## config.mk

```make
export PLATFORM = sky130hd
export DESIGN_NAME = alu_rs
export DESIGN_NICKNAME = d
export VERILOG_FILES = /design/src/rtl/alu_rs.sv
export SDC_FILE = /design/constraint.sdc
export NUM_CORES = 2
export LEC_CHECK = 0
export ABC_CLOCK_PERIOD_IN_PS = 45800
export BUFFER_PORTS_ARGS = -buffer_cell sky130_fd_sc_hd__buf_2
export CAP_MARGIN = 20
export CORE_UTILIZATION = 55
export CTS_CLUSTER_DIAMETER = 80
export DETAILED_ROUTE_END_ITERATION = 7
export PLACE_DENSITY = 0.78
export SYNTH_ARGS = -nofsm -noshare
export SYNTH_HDL_FRONTEND = slang
export SYNTH_SLANG_ARGS = --single-unit
```

## constraint.sdc

```tcl
create_clock -name clk_in -period 45.8 [get_ports clk_in]
set_input_delay 2.29 -clock clk_in [delete_from_list [all_inputs] [get_ports clk_in]]
set_output_delay 2.29 -clock clk_in [all_outputs]
set_load 0.05 [all_outputs]
```

## src/rtl/alu_rs.sv

```systemverilog
// ALU reservation station: holds dispatched instructions until both operands
// are resolved from the CDBs, then issues the lowest-index ready entry per cycle.
module alu_rs #(
    parameter int RS_SIZE = 8,
    parameter int TAG_W   = 4
) (
    input  logic               clk_in,
    input  logic               rst_in,
    input  logic               rdy_in,
    input  logic               clear,
    input  logic               dispatch_enable,
    input  logic [5:0]         dispatch_op,
    input  logic [31:0]        dispatch_imm,
    input  logic [31:0]        dispatch_pc,
    input  logic               dispatch_reg1_valid,
    input  logic [31:0]        dispatch_reg1_data,
    input  logic [TAG_W-1:0]   dispatch_reg1_tag,
    input  logic               dispatch_reg2_valid,
    input  logic [31:0]        dispatch_reg2_data,
    input  logic [TAG_W-1:0]   dispatch_reg2_tag,
    input  logic [TAG_W-1:0]   dispatch_reg_dest_tag,
    input  logic               cdb_alu_valid,
    input  logic [TAG_W-1:0]   cdb_alu_tag,
    input  logic [31:0]        cdb_alu_data,
    input  logic               cdb_lsb_valid,
    input  logic [TAG_W-1:0]   cdb_lsb_tag,
    input  logic [31:0]        cdb_lsb_data,
    output logic               rs_full,
    output logic               alu_enable,
    output logic [5:0]         alu_op,
    output logic [31:0]        alu_imm,
    output logic [31:0]        alu_pc,
    output logic [31:0]        alu_reg1_data,
    output logic [31:0]        alu_reg2_data,
    output logic [TAG_W-1:0]   alu_reg_dest_tag
);

    localparam int IDX_W = (RS_SIZE > 1) ? $clog2(RS_SIZE) : 1;

    typedef struct packed {
        logic              valid;
        logic [31:0]       data;
        logic [TAG_W-1:0]  tag;
    } operand_t;

    // Tag 0 means "no producer" and must never be woken by a broadcast.
    function automatic logic cdb_hit(input logic bus_valid, input logic [TAG_W-1:0] bus_tag,
                                     input logic [TAG_W-1:0] wait_tag);
        return bus_valid && (bus_tag != {TAG_W{1'b0}}) && (bus_tag == wait_tag);
    endfunction

    // Shared by dispatch forwarding and snooping; the ALU bus wins on equal tags.
    function automatic operand_t resolve_operand(
        input operand_t cur,
        input logic a_valid, input logic [TAG_W-1:0] a_tag, input logic [31:0] a_data,
        input logic l_valid, input logic [TAG_W-1:0] l_tag, input logic [31:0] l_data);
        operand_t res;
        res = cur;
        if (!cur.valid && cdb_hit(a_valid, a_tag, cur.tag)) begin
            res = '{valid: 1'b1, data: a_data, tag: {TAG_W{1'b0}}};
        end else if (!cur.valid && cdb_hit(l_valid, l_tag, cur.tag)) begin
            res = '{valid: 1'b1, data: l_data, tag: {TAG_W{1'b0}}};
        end else begin
            res = cur;
        end
        return res;
    endfunction

    logic [RS_SIZE-1:0] busy_r;
    logic [5:0]         op_r    [RS_SIZE];
    logic [31:0]        imm_r   [RS_SIZE];
    logic [31:0]        pc_r    [RS_SIZE];
    logic [TAG_W-1:0]   dest_r  [RS_SIZE];
    operand_t           opnd1_r [RS_SIZE];
    operand_t           opnd2_r [RS_SIZE];

    logic               alu_enable_r;
    logic [5:0]         alu_op_r;
    logic [31:0]        alu_imm_r;
    logic [31:0]        alu_pc_r;
    logic [31:0]        alu_reg1_data_r;
    logic [31:0]        alu_reg2_data_r;
    logic [TAG_W-1:0]   alu_reg_dest_tag_r;

    logic               free_found_s;
    logic [IDX_W-1:0]   free_idx_s;
    logic               issue_found_s;
    logic [IDX_W-1:0]   issue_idx_s;
    operand_t           disp_opnd1_s;
    operand_t           disp_opnd2_s;

    // Lowest-index free and ready entries, both from start-of-cycle state.
    always_comb begin
        free_found_s  = 1'b0;
        free_idx_s    = {IDX_W{1'b0}};
        issue_found_s = 1'b0;
        issue_idx_s   = {IDX_W{1'b0}};
        for (int i = RS_SIZE - 1; i >= 0; i--) begin
            free_found_s  = !busy_r[i] ? 1'b1 : free_found_s;
            free_idx_s    = !busy_r[i] ? IDX_W'(i) : free_idx_s;
            issue_found_s = (busy_r[i] && opnd1_r[i].valid && opnd2_r[i].valid) ? 1'b1 : issue_found_s;
            issue_idx_s   = (busy_r[i] && opnd1_r[i].valid && opnd2_r[i].valid) ? IDX_W'(i) : issue_idx_s;
        end
    end

    // Dispatched operands, with same-cycle CDB forwarding.
    always_comb begin
        disp_opnd1_s = resolve_operand('{valid: dispatch_reg1_valid, data: dispatch_reg1_data, tag: dispatch_reg1_tag},
                                       cdb_alu_valid, cdb_alu_tag, cdb_alu_data,
                                       cdb_lsb_valid, cdb_lsb_tag, cdb_lsb_data);
        disp_opnd2_s = resolve_operand('{valid: dispatch_reg2_valid, data: dispatch_reg2_data, tag: dispatch_reg2_tag},
                                       cdb_alu_valid, cdb_alu_tag, cdb_alu_data,
                                       cdb_lsb_valid, cdb_lsb_tag, cdb_lsb_data);
    end

    // Entry storage, snoop, allocation and issue register.
    always_ff @(posedge clk_in or posedge rst_in) begin
        if (rst_in) begin
            busy_r             <= {RS_SIZE{1'b0}};
            alu_enable_r       <= 1'b0;
            alu_op_r           <= 6'd0;
            alu_imm_r          <= 32'd0;
            alu_pc_r           <= 32'd0;
            alu_reg1_data_r    <= 32'd0;
            alu_reg2_data_r    <= 32'd0;
            alu_reg_dest_tag_r <= {TAG_W{1'b0}};
            for (int i = 0; i < RS_SIZE; i++) begin
                op_r[i]    <= 6'd0;
                imm_r[i]   <= 32'd0;
                pc_r[i]    <= 32'd0;
                dest_r[i]  <= {TAG_W{1'b0}};
                opnd1_r[i] <= '0;
                opnd2_r[i] <= '0;
            end
        end else if (rdy_in) begin
            if (clear) begin
                busy_r       <= {RS_SIZE{1'b0}};
                alu_enable_r <= 1'b0;
            end else begin
                for (int i = 0; i < RS_SIZE; i++) begin
                    if (busy_r[i]) begin
                        opnd1_r[i] <= resolve_operand(opnd1_r[i], cdb_alu_valid, cdb_alu_tag, cdb_alu_data,
                                                      cdb_lsb_valid, cdb_lsb_tag, cdb_lsb_data);
                        opnd2_r[i] <= resolve_operand(opnd2_r[i], cdb_alu_valid, cdb_alu_tag, cdb_alu_data,
                                                      cdb_lsb_valid, cdb_lsb_tag, cdb_lsb_data);
                    end
                    if (issue_found_s && (issue_idx_s == IDX_W'(i))) begin
                        busy_r[i] <= 1'b0;
                    end
                    // A free entry is never the issuing one, so the two writes cannot collide.
                    if (dispatch_enable && free_found_s && (free_idx_s == IDX_W'(i))) begin
                        busy_r[i]  <= 1'b1;
                        op_r[i]    <= dispatch_op;
                        imm_r[i]   <= dispatch_imm;
                        pc_r[i]    <= dispatch_pc;
                        dest_r[i]  <= dispatch_reg_dest_tag;
                        opnd1_r[i] <= disp_opnd1_s;
                        opnd2_r[i] <= disp_opnd2_s;
                    end
                end
                if (issue_found_s) begin
                    alu_enable_r       <= 1'b1;
                    alu_op_r           <= op_r[issue_idx_s];
                    alu_imm_r          <= imm_r[issue_idx_s];
                    alu_pc_r           <= pc_r[issue_idx_s];
                    alu_reg1_data_r    <= opnd1_r[issue_idx_s].data;
                    alu_reg2_data_r    <= opnd2_r[issue_idx_s].data;
                    alu_reg_dest_tag_r <= dest_r[issue_idx_s];
                end else begin
                    alu_enable_r <= 1'b0;
                end
            end
        end
    end

    assign rs_full          = &busy_r;
    assign alu_enable       = alu_enable_r;
    assign alu_op           = alu_op_r;
    assign alu_imm          = alu_imm_r;
    assign alu_pc           = alu_pc_r;
    assign alu_reg1_data    = alu_reg1_data_r;
    assign alu_reg2_data    = alu_reg2_data_r;
    assign alu_reg_dest_tag = alu_reg_dest_tag_r;

endmodule
```

==> out/summary.txt <==
Relative slew slack - 14.3%
Total track usage - 40.1%
Area contributors post-synth - dfrtp_1 46%, nand2_1 14%, mux2i_1 5.8%
Root Buffer - clkbuf_16
Minimum clock period after layout - 5.87 ns
Post-cts sizing count - 0
I/O Buffers - 366
Clock power frac - 35.3%
Syn_nets - 8,426
Most frequent cells in the layout - 2,611 x nand2_1, 1,331 x dfrtp_1, 422 x mux2i_1
Maximum VDD drop - 42.4 uV
Area share of the largest cell type after synthesis - 46.0%
Final setup fails - 0
Commonest non-fill, non-tap cell in the layout - nand2_1
Nets - 8,203
Share of flip-flops with an asynchronous set or reset - 100%
Pint - 2.24 mW
Logic pwr share - 22.3%
Mean routed wirelength per cell - 27.5 um
Synth cell types - 73
Hold depth - 2
Die height - 365 um
Register bit total from synthesis - 1,331
Critical Path RT - 46.49 ns
PD cells - 43.4 nW/um^2
Crit end category - flip-flop
Largest net degree at the start of global routing - 184
Vias in the first global route - 65,624
Antenna-violating nets left - 0
Worst R2R Path Depth - 10
Final Hold Vio Count - 0
Worst EP arrival - 6.56 ns
Initial DRC Count - 10,733
Dpl hpwl - 148 mm
Status - finished with violations
Place WS - 39.05 ns
Yosys warning total - 0
H-tree depth - 4
Failing checks - design-rule violations
Pins Over Slew Limit - 0
Worst-margin pin slew - 1.27 ns
Cts bufs inserted - 145
Initial antenna violation count - 56
Cts-stage hold buffer count - 0
Crit. Startpoint - busy_r[3]$_DFFE_PP0P_
Sequential area share after synthesis - 46.0%
RSZ-0062 raised after global routing - false
CP Launch Type - flip-flop
Area Overhead vs Synth - 9.26%
Peak Freq - 170 MHz
Global-route wire length before repair - 405 mm
Starting Density - 55.7%
Post-Syn Area per Cell - 8.84 sq um
Final worst setup slack - 39.93 ns
Crit path to - alu_reg2_data[15]$_DFFE_PP0P_
Max Cap Violations - 0
Hold Slack - 0.463 ns
Placer Congestion - 0.925
Sw frac - 34.7%
TritonCTS clock tree - done
Worst hold-check path type - reg -> reg
DRC Markers - 6
Worst-Skew Late Latency - 0.83 ns
Crit share post-route - 12.8%
Worst reg-to-reg setup slack - 39.93 ns
Share of cells above drive strength 1 - 15.4%
Grt total ovfl - 0
Die Area - 133,000 sq um
FP Rows - 132
Post-synth EDFFs - 0
Drt total wl - 271 mm
Clock skew - 0.0433 ns
Clock Pin Slew Worst Setup and Hold Paths - 0.06 ns
Clock Path Buffers - 3
Die width - 365 um
CORE AREA - 130,000 sq um
Critical-path maximum fanout - 78
Syn Inst Count - 8,199
Post-CTS Setup Inserts - 0
Vias per inst - 6.89
RR Startpoint - busy_r[3]$_DFFE_PP0P_
First-pass iteration count of the detailed router - 8
IO Pins - 367
Critical path type - reg -> reg
Routed vias - 67,977
Net switching power - 1.19 mW
Leak - 39.7 nW
Clk sink count - 1,331
TNS Setup - 0 ns
Seq pwr share - 42.3%
Area leader, netlist - dfrtp_1
Synthesized area - 72,400 sq um
Most used DFF post-synth - dfrtp_1
Worst R2R End - alu_reg2_data[15]$_DFFE_PP0P_
[synthesized netlist by cell type (all sizes together), types with 36 or more instances]
cell type and instances:
xor2 79, a21o 40, nand2 2619, a31oi 70, xnor2 65, inv 134
a21oi 184, clkbuf 562, mux2i 422, nand3 245, buf 322, a221o 93
o221a 51, dfrtp 1331, mux2 347, a221oi 277, a22oi 38, nor3 85
nand4 85, o221ai 67, a31o 39, o211ai 36, o31ai 58, a32o 138
nor2 339, o21ai 249
[registers in the layout, summed over array words and instances (netlist names)]
name,count
opnd1_r,296
opnd2_r,296
imm_r,256
pc_r,256
op_r,48
alu_imm,32
alu_pc,32
alu_reg1_data,32
alu_reg2_data,32
dest_r,32
busy_r,8
alu_op,6
alu_reg_dest_tag,4
alu_enable,1
[power groups by stage]
stage                     logic [mW]  clock network [mW]  registers (mW)
after floorplan                0.327                   0            1.66
after global placement         0.732                   0            1.46
after detailed placement       0.749                   0            1.47
after CTS                      0.753                1.21            1.45
after global routing           0.815                1.26            1.47
final                          0.767                1.21            1.45
[worst min path at each step]
stage	from	to	slack [ns]
floorplan	dest_r[0]$_DFFE_PP0P_	dest_r[0]$_DFFE_PP0P_	0.44
global placement	op_r[3]$_DFFE_PP0P_	op_r[3]$_DFFE_PP0P_	0.45
detailed placement	imm_r[0]$_DFFE_PP0P_	imm_r[0]$_DFFE_PP0P_	0.45
CTS	imm_r[54]$_DFFE_PP0P_	imm_r[54]$_DFFE_PP0P_	0.47
global route	pc_r[46]$_DFFE_PP0P_	pc_r[46]$_DFFE_PP0P_	0.48
finish	pc_r[47]$_DFFE_PP0P_	pc_r[47]$_DFFE_PP0P_	0.46
[routing by layer]
| metal | GRT usage (%) | share of wire, % | vias up |
|---|---|---|---|
| li1 | - | - | 27932 |
| met1 | 51.9 | 36 | 33069 |
| met2 | 57.5 | 42 | 5603 |
| met3 | 14.0 | 15 | 1341 |
| met4 | 24.4 | 6.4 | 32 |
| met5 | 0.835 | 0.077 | - |
[critical path: stages (launching register included)]
cell and delay [ns]:
dfrtp_1 0.74, nand3_1 0.42, and2_1 0.36, a21boi_4 0.22, buf_4 0.41, buf_4 0.86
buf_4 0.82, buf_4 0.93, a21oi_1 0.14, a32o_1 0.32, a221oi_1 0.29
[cell type report]
class	count	area (sq um)
clock inverters	51	708
repair buffers	514	3120
multi-input cells	5849	35100
flip-flops and latches	1331	33300
diodes	33	82.6
fillers	10722	51000
inverters	135	514
clock buffers	207	4150
well taps	1742	2180
[per-stage QoR]
step           std cells  power, mW  cell area [sq um]  utilization (%)
2_1_floorplan       8199       1.99              72400                -
3_3_place_gp        9564       2.19              74000             56.9
3_5_place_dp        9564       2.21              74000             56.9
4_1_cts             9822       3.41              78900             60.6
5_1_grt             9855       3.54              79100             60.8
6_report            9862       3.43              79100             60.8
[logic make-up after synthesis]
family,after synthesis,synth area share (%)
buffers and inverters,1019,6.10
muxes,769,11.3
DFF,1331,46.0
AOI/OAI and AO/OA,1475,15.7
and+or+nand+nor,3461,19.2
xor gates and xnor gates,144,1.74
No activity file was read; power rests on OpenSTA's default activity.
